<file path="config.mk">
export PLATFORM = sky130hd
export DESIGN_NAME = tx_link_sched
export DESIGN_NICKNAME = d
export VERILOG_FILES = /design/src/rtl/tx_link_sched_pkg.sv /design/src/rtl/tx_credit_ctr.sv /design/src/rtl/tx_link_sched.sv
export SDC_FILE = /design/constraint.sdc
export NUM_CORES = 1
export LEC_CHECK = 0
export CAP_MARGIN = 10
export CORE_ASPECT_RATIO = 0.9
export CORE_MARGIN = 10
export CORE_UTILIZATION = 52
export DETAILED_ROUTE_END_ITERATION = 10
export PLACE_DENSITY_LB_ADDON = 0.3
export SLEW_MARGIN = 10
export SYNTH_ARGS = -nofsm -noshare
export SYNTH_HDL_FRONTEND = slang
export SYNTH_HIERARCHICAL = 1
export SYNTH_SLANG_ARGS = --single-unit
</file>
<file path="constraint.sdc">
create_clock -name txClk -period 3.6 [get_ports txClk]
set_input_delay 0.36 -clock txClk [delete_from_list [all_inputs] [get_ports txClk]]
set_output_delay 0.36 -clock txClk [all_outputs]
set_load 0.01 [all_outputs]
</file>
<file path="src/rtl/tx_link_sched_pkg.sv">
// Shared encodings and limits for the DS transmit scheduler.
package tx_link_sched_pkg;

  typedef enum logic [1:0] {
    S_OFF        = 2'd0,
    S_STARTED    = 2'd1,
    S_CONNECTING = 2'd2,
    S_RUN        = 2'd3
  } state_t;

  localparam int CREDIT_MAX = 56;
  localparam int FCT_CHUNK  = 8;
  localparam int OWED_MAX   = 7;
  localparam int STAT_W     = 16;

endpackage

</file>
<file path="src/rtl/tx_credit_ctr.sv">
// Transmit credit counter: +FCT_CHUNK per grant, -1 per data ack, sticky overflow flag, clear on OFF.
module tx_credit_ctr
  import tx_link_sched_pkg::*;
(
  input  logic       clk,
  input  logic       rst,
  input  logic       clr,
  input  logic       grant,
  input  logic       take,
  output logic [5:0] credit,
  output logic [5:0] credit_nxt,
  output logic       err
);

  logic [6:0] sum;
  logic [5:0] base;
  logic       ovf;

  // Overflow is judged on the pre-decrement value, so a dropped grant still lets the decrement through.
  always_comb begin
    sum        = {1'b0, credit} + 7'(FCT_CHUNK);
    ovf        = grant && (sum > 7'(CREDIT_MAX));
    base       = (grant && !ovf) ? sum[5:0] : credit;
    credit_nxt = base;
    if (take && credit != 6'd0) credit_nxt = base - 6'd1;
    if (clr) credit_nxt = '0;
  end

  always_ff @(posedge clk) begin
    if (rst) begin
      credit <= '0;
      err    <= 1'b0;
    end else begin
      credit <= credit_nxt;
      err    <= !clr && (err || ovf);
    end
  end

endmodule

</file>
<file path="src/rtl/tx_link_sched.sv">
// Transmit scheduler for the DS character selector: link sequencing, credit, owed FCTs, time-codes.
// Optional statistics counters are built when TX_LINK_SCHED_STATS_EN is defined.
module tx_link_sched
  import tx_link_sched_pkg::*;
(
  input  logic             txClk,
  input  logic             txReset,
  input  logic             linkEnable_i,
  input  logic             gotNull_i,
  input  logic             fctRcvd_i,
  input  logic             rxSpaceFreed_i,
  input  logic             tickIn_i,
  input  logic             fifoEmpty_i,
  input  logic             ackTimecode_i,
  input  logic             ackSpaceAvail_i,
  input  logic             ackData_i,
  input  logic             ackIdle_i,
  output logic             reqTimecode_o,
  output logic             reqSpaceAvail_o,
  output logic             reqData_o,
  output logic             reqIdle_o,
  output logic             fifoPop_o,
  output logic [1:0]       state_o,
  output logic [5:0]       credit_o,
  output logic             creditErr_o,
  output logic             tickOverrun_o
`ifdef TX_LINK_SCHED_STATS_EN
  ,
  output logic [STAT_W-1:0] dataSent_o,
  output logic [STAT_W-1:0] fctSent_o
`endif
);

  state_t     state, state_nxt;
  logic       live, clr, grant, take, ack_sa, ack_tc;
  logic [2:0] owed, owed_nxt;
  logic       pend, pend_nxt, tick_run, overrun;
  logic [5:0] credit_nxt;

  // The idle ack carries no state: reqIdle_o follows the link state alone.
  logic unused_ack_idle;
  assign unused_ack_idle = ackIdle_i;

  always_ff @(posedge txClk) begin
    if (txReset) state <= S_OFF;
    else         state <= state_nxt;
  end

  always_comb begin
    state_nxt = state;
    case (state)
      S_OFF:        if (linkEnable_i) state_nxt = S_STARTED;
      S_STARTED:    if (gotNull_i)    state_nxt = S_CONNECTING;
      S_CONNECTING: if (fctRcvd_i)    state_nxt = S_RUN;
      default:      ;
    endcase
    if (!linkEnable_i) state_nxt = S_OFF;
  end

  // Everything is held cleared while OFF and on the way into it; acks seen in OFF are dropped here.
  always_comb begin
    live   = (state != S_OFF);
    clr    = !linkEnable_i || !live;
    grant  = fctRcvd_i && (state == S_CONNECTING || state == S_RUN);
    take   = ackData_i && live;
    ack_sa = ackSpaceAvail_i && live;
    ack_tc = ackTimecode_i && live;
  end

  tx_credit_ctr u_credit (
    .clk        (txClk),
    .rst        (txReset),
    .clr        (clr),
    .grant      (grant),
    .take       (take),
    .credit     (credit_o),
    .credit_nxt (credit_nxt),
    .err        (creditErr_o)
  );

  always_comb begin
    owed_nxt = owed;
    if (rxSpaceFreed_i && !ack_sa && owed != 3'(OWED_MAX)) owed_nxt = owed + 3'd1;
    else if (ack_sa && !rxSpaceFreed_i && owed != 3'd0)    owed_nxt = owed - 3'd1;
    if (clr) owed_nxt = '0;
  end

  // A tick landing on the same cycle as the ack of the previous one replaces it rather than overrunning.
  always_comb begin
    tick_run = tickIn_i && (state == S_RUN);
    overrun  = tick_run && pend && !ack_tc;
    pend_nxt = !clr && (tick_run || (pend && !ack_tc));
  end

  // Requests are computed from next-cycle values so they line up with the state/credit they reflect.
  always_ff @(posedge txClk) begin
    if (txReset) begin
      owed            <= '0;
      pend            <= 1'b0;
      reqIdle_o       <= 1'b0;
      reqSpaceAvail_o <= 1'b0;
      reqData_o       <= 1'b0;
      reqTimecode_o   <= 1'b0;
      fifoPop_o       <= 1'b0;
      tickOverrun_o   <= 1'b0;
    end else begin
      owed            <= owed_nxt;
      pend            <= pend_nxt;
      reqIdle_o       <= (state_nxt != S_OFF);
      reqSpaceAvail_o <= (owed_nxt != 3'd0) && (state_nxt == S_CONNECTING || state_nxt == S_RUN);
      reqData_o       <= (state_nxt == S_RUN) && (credit_nxt != 6'd0) && !fifoEmpty_i;
      reqTimecode_o   <= (state_nxt == S_RUN) && pend_nxt;
      fifoPop_o       <= take;
      tickOverrun_o   <= overrun;
    end
  end

  assign state_o = state;

`ifdef TX_LINK_SCHED_STATS_EN
  always_ff @(posedge txClk) begin
    if (txReset) begin
      dataSent_o <= '0;
      fctSent_o  <= '0;
    end else begin
      if (take)   dataSent_o <= dataSent_o + STAT_W'(1);
      if (ack_sa) fctSent_o  <= fctSent_o + STAT_W'(1);
    end
  end
`endif

endmodule

</file>
; ---- Word level (Yosys, flattened, before mapping)
; Cells that the tools add are included.
[op_classes]
n_addsub = 4
magnitude_cmp = 1
eq_ne = 6
n_mux = 10
reduce_logical = 41
[ops]
columns = cell, count
row1 = $logic_and A1 B1 Y1, 21
row2 = $mux W6, 3
row3 = $reduce_bool A6 Y1, 2
row4 = $mux W3, 3
row5 = $eq A2 B2 Y1 const B, 4
row6 = $logic_not A1 Y1, 8
row7 = $add A6 B4 Y7 const B, 1
row8 = $gt A7 B6 Y1 const B, 1
row9 = $mux W2, 3
row10 = $pmux W2 S3, 1
row11 = $reduce_bool A3 Y1, 2
row12 = $sub A6 B1 Y6 const B, 1
row13 = $logic_or A1 B1 Y1, 5
row14 = $reduce_bool A2 Y1, 2
row15 = $add A3 B1 Y3 const B, 1
row16 = $ne A3 B3 Y1 const B, 1
row17 = $sub A3 B1 Y3 const B, 1
row18 = $eq A2 B1 Y1 const B, 1
row19 = $logic_not A2 Y1, 1
[totals]
reg_bits = 19
inputBits = 12

; ---- Logic depth before layout (Yosys ltp)
; Gate-level depths: netlist (run 1).
[depth]
ltp_word = 13
mapped_depth = 8
mapped_depth_nobuf = 8

; ---- Modules after synthesis
; Netlist (run 1), hierarchy kept.
[by_module_without_submodules]
columns = mod, instances, cells_each, area_each_um2, seq_area_each_um2
row1 = tx_link_sched, 1, 65, 583.1, 240.2
row2 = tx_credit_ctr, 1, 66, 534.3, 140.1

; ---- Worst setup path before layout (run 1)
; OpenSTA, ideal clock, no wires.
[synth_timing]
kind = reg2reg
startpoint = reg u_credit.credit[0]
endpoint = reg reqData_o
arrival_time_ns = 2.038
slack_ns = 1.447
stages_incl_launch_ff = 9
path_buffers = 0
synth_period_minus_slack_ns = 2.153
cell_sequence = dfxtp_1 inv_1 ha_1 nand2b_4 o31a_1 or4_4 a21oi_1 nor4_1 a2111oi_0
[synth_between]
elab_chain_cells = 12
word_cells_on_any_way = 14
cone_classes = add/sub: 2 / order compare: 1 / mux: 3 / reduce/logical: 8
[synth_lines]
columns = element, line
row1 = start: declaration, tx_credit_ctr.sv:10  ; output logic [5:0] credit,
row2 = start signal: assignment, tx_credit_ctr.sv:34  ; credit <= credit_nxt;
row3 = $add A6 B4 Y7, tx_credit_ctr.sv:21  ; sum = {1'b0, credit} + 7'(FCT_CHUNK);
row4 = $gt A7 B6 Y1, tx_credit_ctr.sv:22  ; ovf = grant && (sum > 7'(CREDIT_MAX));
row5 = $logic_and A1 B1 Y1, tx_credit_ctr.sv:22
row6 = $logic_not A1 Y1, tx_credit_ctr.sv:23  ; base = (grant && !ovf) ? sum[5:0] : credit;
row7 = $logic_and A1 B1 Y1, tx_credit_ctr.sv:23
row8 = $mux W6, tx_credit_ctr.sv:23
row9 = $sub A6 B1 Y6, tx_credit_ctr.sv:25  ; if (take && credit != 6'd0) credit_nxt = base - 6'd1;
row10 = $mux W6 *, tx_credit_ctr.sv:25
row11 = $mux W6 *, tx_credit_ctr.sv:26  ; if (clr) credit_nxt = '0;
row12 = net credit_nxt[3], tx_link_sched.sv:38  ; logic [5:0] credit_nxt;
row13 = $reduce_bool A6 Y1 *, tx_link_sched.sv:111  ; reqData_o <= (state_nxt == S_RUN) && (credit_nxt != 6'd0) && !fifoEmpty_i;
row14 = $logic_and A1 B1 Y1 * (2 in a row), tx_link_sched.sv:111
row15 = end signal: assignment, tx_link_sched.sv:111
row16 = end: declaration, tx_link_sched.sv:20  ; output logic reqData_o,
; Mark *: on every way through the listed nets, which the timed path passes. The rest lies on a longest branch.
; A chain may end at the register's enable or synchronous reset.

; ---- Worst setup path in the final report (run 1)
[layout_timing]
startpoint = reg state[1], in the netlist state_o[1]
endpoint = reg reqData_o
[layout_between]
word_cells_on_any_way = 26
cone_classes = add/sub: 1 / eq/ne: 4 / mux: 7 / reduce/logical: 14
[layout_lines]
columns = element, line
row1 = start: declaration, tx_link_sched.sv:34  ; state_t state, state_nxt;
row2 = start signal: assignment, tx_link_sched.sv:46  ; else state <= state_nxt;
row3 = $reduce_bool A2 Y1, tx_link_sched.sv:62  ; live = (state != S_OFF);
row4 = $logic_and A1 B1 Y1, tx_link_sched.sv:65  ; take = ackData_i && live;
row5 = net take, tx_link_sched.sv:35  ; logic live, clr, grant, take, ack_sa, ack_tc;
row6 = $logic_and A1 B1 Y1, tx_credit_ctr.sv:25
row7 = $mux W6, tx_credit_ctr.sv:25
row8 = $mux W6, tx_credit_ctr.sv:26
row9 = net credit_nxt[3], tx_link_sched.sv:38
row10 = $reduce_bool A6 Y1, tx_link_sched.sv:111
row11 = $logic_and A1 B1 Y1 (2 in a row), tx_link_sched.sv:111
; The timed path passes the listed nets, and every way through them passes these cells.

==> flow_summary.toml, run 1 <==
[sta]
finalCritPeriodShare = 0.6846
rsz0062_at_grt = "false"
hold_viol = 0
finClkSkew_ns = 0.005434
finalMaxSlewViolations = 0
setup_violations = 0
fin_ws_ns = 1.136
clock.fmax_mhz = 405.8
period_minus_slack_ns = 2.464
slew_headroom = 0.6178
worstMarginPinSlew_ns = 0.5659
tns_ns = 0

[clock_tree]
cts-root-buf = "clkbuf_4"
clk_pin_slew_worst_paths_ns = 0.11
cts_tree = "done"
clk-insertion-delay-late_ns = 0.30
cts_inserted_buffers = 3
postCtsSetupRepairBufs = 0
hold_buffers = 0
cts.repair.resized = 0
cts_sinks = 19
clockBufferDepth = 2
h-tree-depth = 1

[synth]
synth.avg_cell_area_um2 = 8.529
synth_warnings = 6
synth-edff-count = 0
synth.net_count = 149
ys_ff_latch = 19
synth_cell_types = 47
ys.flop_type = "dfxtp_1"
synthArstFlopShare = 0
netlist_area_um2 = 1117
synth-seq-area-share = 0.3404
synthCells = 131

[critical_path]
critical_path_arrival_ns = 2.65
required_ns = 3.78
slowest_delay_ns = 0.51
critPathLaunch = "state_o[1]"
regToRegStartpoint = "state_o[1]"
rr_worst_depth = 8
cp-end-kind = "flip-flop"
critPathKind = "reg2reg"
crit_family = "compound AO/OA/AOI/OAI gates"
cp.depth = 8
crit_path_top_delay_cell = "dfxtp_1"
path_cells = "nor2_1 > nor2b_1 > nor4b_1 > o31a_1 > o31ai_1 > a21oi_1 > nor4_1 > a2111oi_0"
cp_max_fo = 9
start_kind = "flip-flop"
critPathBufInv = 0
ff2ff_setup_slack_ns = 1.14

[pwr]
peakVddDrop_mv = 0.2539
internal-power_uw = 275.1
pwr-share-clk = 0.301
power_frac_seq = 0.596
netSwitchingPower_uw = 85.82
switching_share = 0.2378
p_comb_frac = 0.103
cellLeakagePower_uw = 0.0004902
powerDensity_nw_per_um2 = 258.7

[global_route]
grt_pass1_vias = 954
antenna_found_initial = 0
grt_max_degree = 13
grtUsageTotal = 0.1265
grt_overflow = 0
grt_pass1_wl_um = 4416

[die]
core-area_um2 = 1971
row_count = 15
dieArea_um2 = 4405
io_pins = 27
die_h_um = 63.98
start_util = 0.5670
fp.dieW_um = 68.86

[cells_and_area]
layout.cells.non_filler = 182
nets = 176
utilization = 0.7079
layout-drive-gt1-share = 0.08280
postLayoutCellArea_um2 = 1395
synthToLayoutAreaGrowth_pct = 24.86
antenna_cells = 0

[worst_hold_path]
hold_class = "reg2reg"
hold_path_depth = 2
min-delay-start = "u_credit/err"

[job]
cap_violations = 0

[place]
place.gp.congestion = 0.8582
dp.cells = 178
portBuffers = 25
place_area_um2 = 1369
pre_cts_slack_ns = 1.011
hpwl_um = 2276

[status]
status = "completed"

[routing]
drt_iter0_drc = 56
vias_per_cell = 5.731
drc = 0
detail-route-antenna-nets = 0
wl_per_cell_um = 15.60
firstDrtPassIters = 4
vias = 1043
wirelength_um = 2839
## path summary, 6_finish.rpt
kind,to
setup / recovery,reqData_o
hold / removal,u_credit/err
setup reg to reg,reqData_o
hold reg to reg,u_credit/err
## state kept, by name (all words and copies together), names as in the netlist
name	cells
fifoPop_o	1
owed	3
pend	1
reqData_o	1
reqIdle_o	1
reqSpaceAvail_o	1
reqTimecode_o	1
state_o	2
tickOverrun_o	1
u_credit/credit	6
u_credit/err	1
## power by group through the flow
stage               sequential [uW]  clock (uW)  combinational (uW)
finish                          215         109                37.1
detailed placement              220           0                36.7
floorplan                       220           0                15.8
CTS                             215         109                36.9
global route                    216         118                40.0
global placement                220           0                35.5
## cell usage in the layout, fill, tap and decap left out, drive strengths merged, types with 2 or more instances in the layout
master	n
nor4b	3
nor3b	2
o211ai	2
clkdlybuf4s50	25
nand3	2
mux2i	3
ha	6
nand2b	6
and2	2
clkbuf	4
a21o	2
a21oi	7
o31ai	2
inv	9
nor2b	3
nand3b	2
nor3	3
nand2	6
nor2	23
or4	2
o21a	3
or3	2
o21ai	2
dfxtp	19
## logic make-up (layout without fill, tap and decap cells)
group | count (synthesis) | after routing | synth area share
compound gates | 27 | 27 | 0.1781
flops | 19 | 19 | 0.3404
mux | 4 | 4 | 0.03695
buf+inv | 12 | 38 | 0.05710
fa+ha+maj | 6 | 6 | 0.06719
xor+xnor | 1 | 1 | 0.007840
simple gates | 62 | 62 | 0.3124
## Yosys cell counts, types with 2 or more instances
| cell type | n | area (um2) |
|---|---|---|
| nor2_1 | 23 | 86.33 |
| dfxtp_1 | 19 | 380.4 |
| inv_1 | 9 | 33.78 |
| a21oi_1 | 7 | 35.03 |
| ha_1 | 6 | 75.07 |
| nand2_1 | 6 | 22.52 |
| nand2b_1 | 5 | 31.28 |
| mux2i_1 | 3 | 30.03 |
| nor2b_1 | 3 | 18.77 |
| nor3_1 | 3 | 15.01 |
| nor4b_1 | 3 | 26.28 |
| o21a_1 | 3 | 22.52 |
| and2_2 | 2 | 15.01 |
| nand3_1 | 2 | 10.01 |
| nand3b_1 | 2 | 15.01 |
| nor3b_1 | 2 | 15.01 |
| o211ai_1 | 2 | 15.01 |
| o31ai_1 | 2 | 15.01 |
## metal layers
metal / share of wire / routed length, um / global-route usage / vias to the layer above
met1: 0.39 / 1110 / 0.1403 / 478
met5: 0 / 0 / 0 / -
li1: - / - / - / 519
met2: 0.53 / 1504 / 0.2260 / 40
met3: 0.072 / 203 / 0.04355 / 6
met4: 0.0067 / 19 / 0.01970 / 0
## stage by stage
| step | power [uW] | hold slack (ns) |
|---|---|---|
| after floorplan | 236.2 | 0.4316 |
| after global placement | 255.3 | 0.4536 |
| after detailed placement | 256.6 | 0.4813 |
| after CTS | 361.2 | 0.5050 |
| after global routing | 373.6 | 0.5214 |
| final | 360.9 | 0.5047 |
## final cells by class
cell class | instances | area (um2)
flip-flops and latches | 19 | 380.4
repair buffers | 25 | 250.2
well taps | 25 | 31.28
clock buffers | 4 | 26.28
inverters | 9 | 33.78
multi-input cells | 100 | 673.1
fillers | 159 | 575.6
## worst register-to-register path, cell delays in order (launching register included)
cell and delay, ns:
dfxtp_1 0.51, nor2_1 0.12, nor2b_1 0.35, nor4b_1 0.33, o31a_1 0.27, o31ai_1 0.12
a21oi_1 0.18, nor4_1 0.08, a2111oi_0 0.39
No activity file was read; power rests on OpenSTA's default activity.
==> run 2: changes to the inputs <==
--- a/config.mk
+++ b/config.mk
@@ -8,7 +8,7 @@
 export CAP_MARGIN = 10
 export CORE_ASPECT_RATIO = 0.9
 export CORE_MARGIN = 10
-export CORE_UTILIZATION = 52
+export CORE_UTILIZATION = 48
 export DETAILED_ROUTE_END_ITERATION = 10
 export PLACE_DENSITY_LB_ADDON = 0.3
 export SLEW_MARGIN = 10
==> constraint.sdc (replaced) <==
create_clock -name txClk -period 2.4 [get_ports txClk]
set_input_delay 0.24 -clock txClk [delete_from_list [all_inputs] [get_ports txClk]]
set_output_delay 0.24 -clock txClk [all_outputs]
set_load 0.01 [all_outputs]
==> flow_summary.toml, run 2 (same netlist as run 1, synthesis figures left out) <==
[global_route]
grtUsageTotal = 0.1075
grt_pass1_vias = 1042
grt_pass1_wl_um = 4209
grt_max_degree = 12
grt_overflow = 0
antenna_found_initial = 0

[die]
start_util = 0.5074
dieArea_um2 = 4660
die_h_um = 65.77
core-area_um2 = 2202
row_count = 16
fp.dieW_um = 70.86
io_pins = 27

[sta]
rsz0062_at_grt = "false"
slew_headroom = 0.6562
finClkSkew_ns = 0.002097
worstMarginPinSlew_ns = 0.5091
period_minus_slack_ns = 2.202
finalCritPeriodShare = 0.9174
clock.fmax_mhz = 454.2
hold_viol = 0
setup_violations = 0
finalMaxSlewViolations = 0
tns_ns = 0
timing.hold.ws_ns = 0.4854

[clock_tree]
cts.repair.resized = 0
cts-root-buf = "clkbuf_4"
cts_sinks = 19
cts_inserted_buffers = 3
h-tree-depth = 1
postCtsSetupRepairBufs = 0
cts_tree = "done"
clk_pin_slew_worst_paths_ns = 0.10
clk-insertion-delay-late_ns = 0.30
clockBufferDepth = 2
hold_buffers = 0

[critical_path]
required_ns = 2.60
critPathBufInv = 1
crit_path_top_delay_cell = "or4_4"
cp_max_fo = 5
critical_path_arrival_ns = 2.40
critPathKind = "reg2reg"
cp-end-kind = "flip-flop"
path_cells = "inv_1 > ha_4 > nand2b_4 > o31a_1 > or4_4 > a21oi_1 > nor4_1 > a2111oi_1"
rr_worst_depth = 8
cp.depth = 8
slowest_delay_ns = 0.55
start_kind = "flip-flop"
crit_family = "compound AO/OA/AOI/OAI gates"

[routing]
wirelength_um = 2563
firstDrtPassIters = 4
drc = 0
detail-route-antenna-nets = 0
wl_per_cell_um = 13.49
vias = 1046
vias_per_cell = 5.505
drt_iter0_drc = 85

[place]
dp.cells = 186
portBuffers = 25
hpwl_um = 2096
place.gp.congestion = 0.8219

[cells_and_area]
antenna_cells = 0
mostFrequentLayoutCell = "clkdlybuf4s50_1"
layout-drive-gt1-share = 0.1227
final_cell_mix = "25 x clkdlybuf4s50_1, 23 x nor2_1, 19 x dfxtp_1"
nets = 182
layout.cells.non_filler = 190
largest_reg_flops = 6
largest-register = "u_credit/credit"
synthToLayoutAreaGrowth_pct = 30.35

[worst_hold_path]
hold_path_depth = 2
hold_class = "in2reg"

[job]
cap_violations = 0

[pwr]
cellLeakagePower_uw = 0.0005238
peakVddDrop_mv = 0.3940
powerDensity_nw_per_um2 = 371.2

[status]
status = "completed"
run 2: where the power goes:
group / internal (uW) / switching (uW) / total (uW) / leakage [uW]
clock: 64.9 / 94.9 / 160 / 0.0000150
combinational: 32.0 / 29.0 / 60.9 / 0.000355
sequential: 319 / 1.36 / 320 / 0.000154
total: 415 / 125 / 541 / 0.000524
run 2: layout make-up:
| type | count | area [um2] |
|---|---|---|
| fillers | 182 | 745.7 |
| multi-input cells | 100 | 686.9 |
| flip-flops and latches | 19 | 380.4 |
| repair buffers | 31 | 295.3 |
| inverters | 9 | 33.78 |
| well taps | 27 | 33.78 |
| clock buffers | 4 | 26.28 |
run 2: worst register-to-register path: stages (launching register included):
cell,delay [ns]
dfxtp_1,0.34
inv_1,0.13
ha_4,0.19
nand2b_4,0.06
o31a_1,0.28
or4_4,0.55
a21oi_1,0.14
nor4_1,0.07
a2111oi_1,0.36
run 2: routing by layer:
metal / share of wire / vias to the layer above / GRT usage
met1: 0.45 / 474 / 0.1122
met5: 0 / - / 0
met4: 0.024 / 0 / 0.06522
li1: - / 533 / -
met3: 0.074 / 7 / 0.03904
met2: 0.45 / 32 / 0.1822
run 2: path summary, 6_finish.rpt:
kind	from	endpoint	slack, ns
hold / removal	fifoEmpty_i	reqData_o	0.49
hold reg to reg	u_credit/err	u_credit/err	0.50
setup / recovery	u_credit/credit[0]	reqData_o	0.20
setup reg to reg	u_credit/credit[0]	reqData_o	0.20
run 2: per-stage QoR:
stage	setup WS (ns)	total power (uW)	cell area (um2)	util
after floorplan	0.2473	354.3	1117	-
after global placement	0.05286	386.1	1416	0.6432
after detailed placement	0.04482	387.5	1416	0.6432
after CTS	0.07615	547.7	1443	0.6551
after global routing	0.01062	562.9	1456	0.6614
final	0.1982	540.6	1456	0.6614
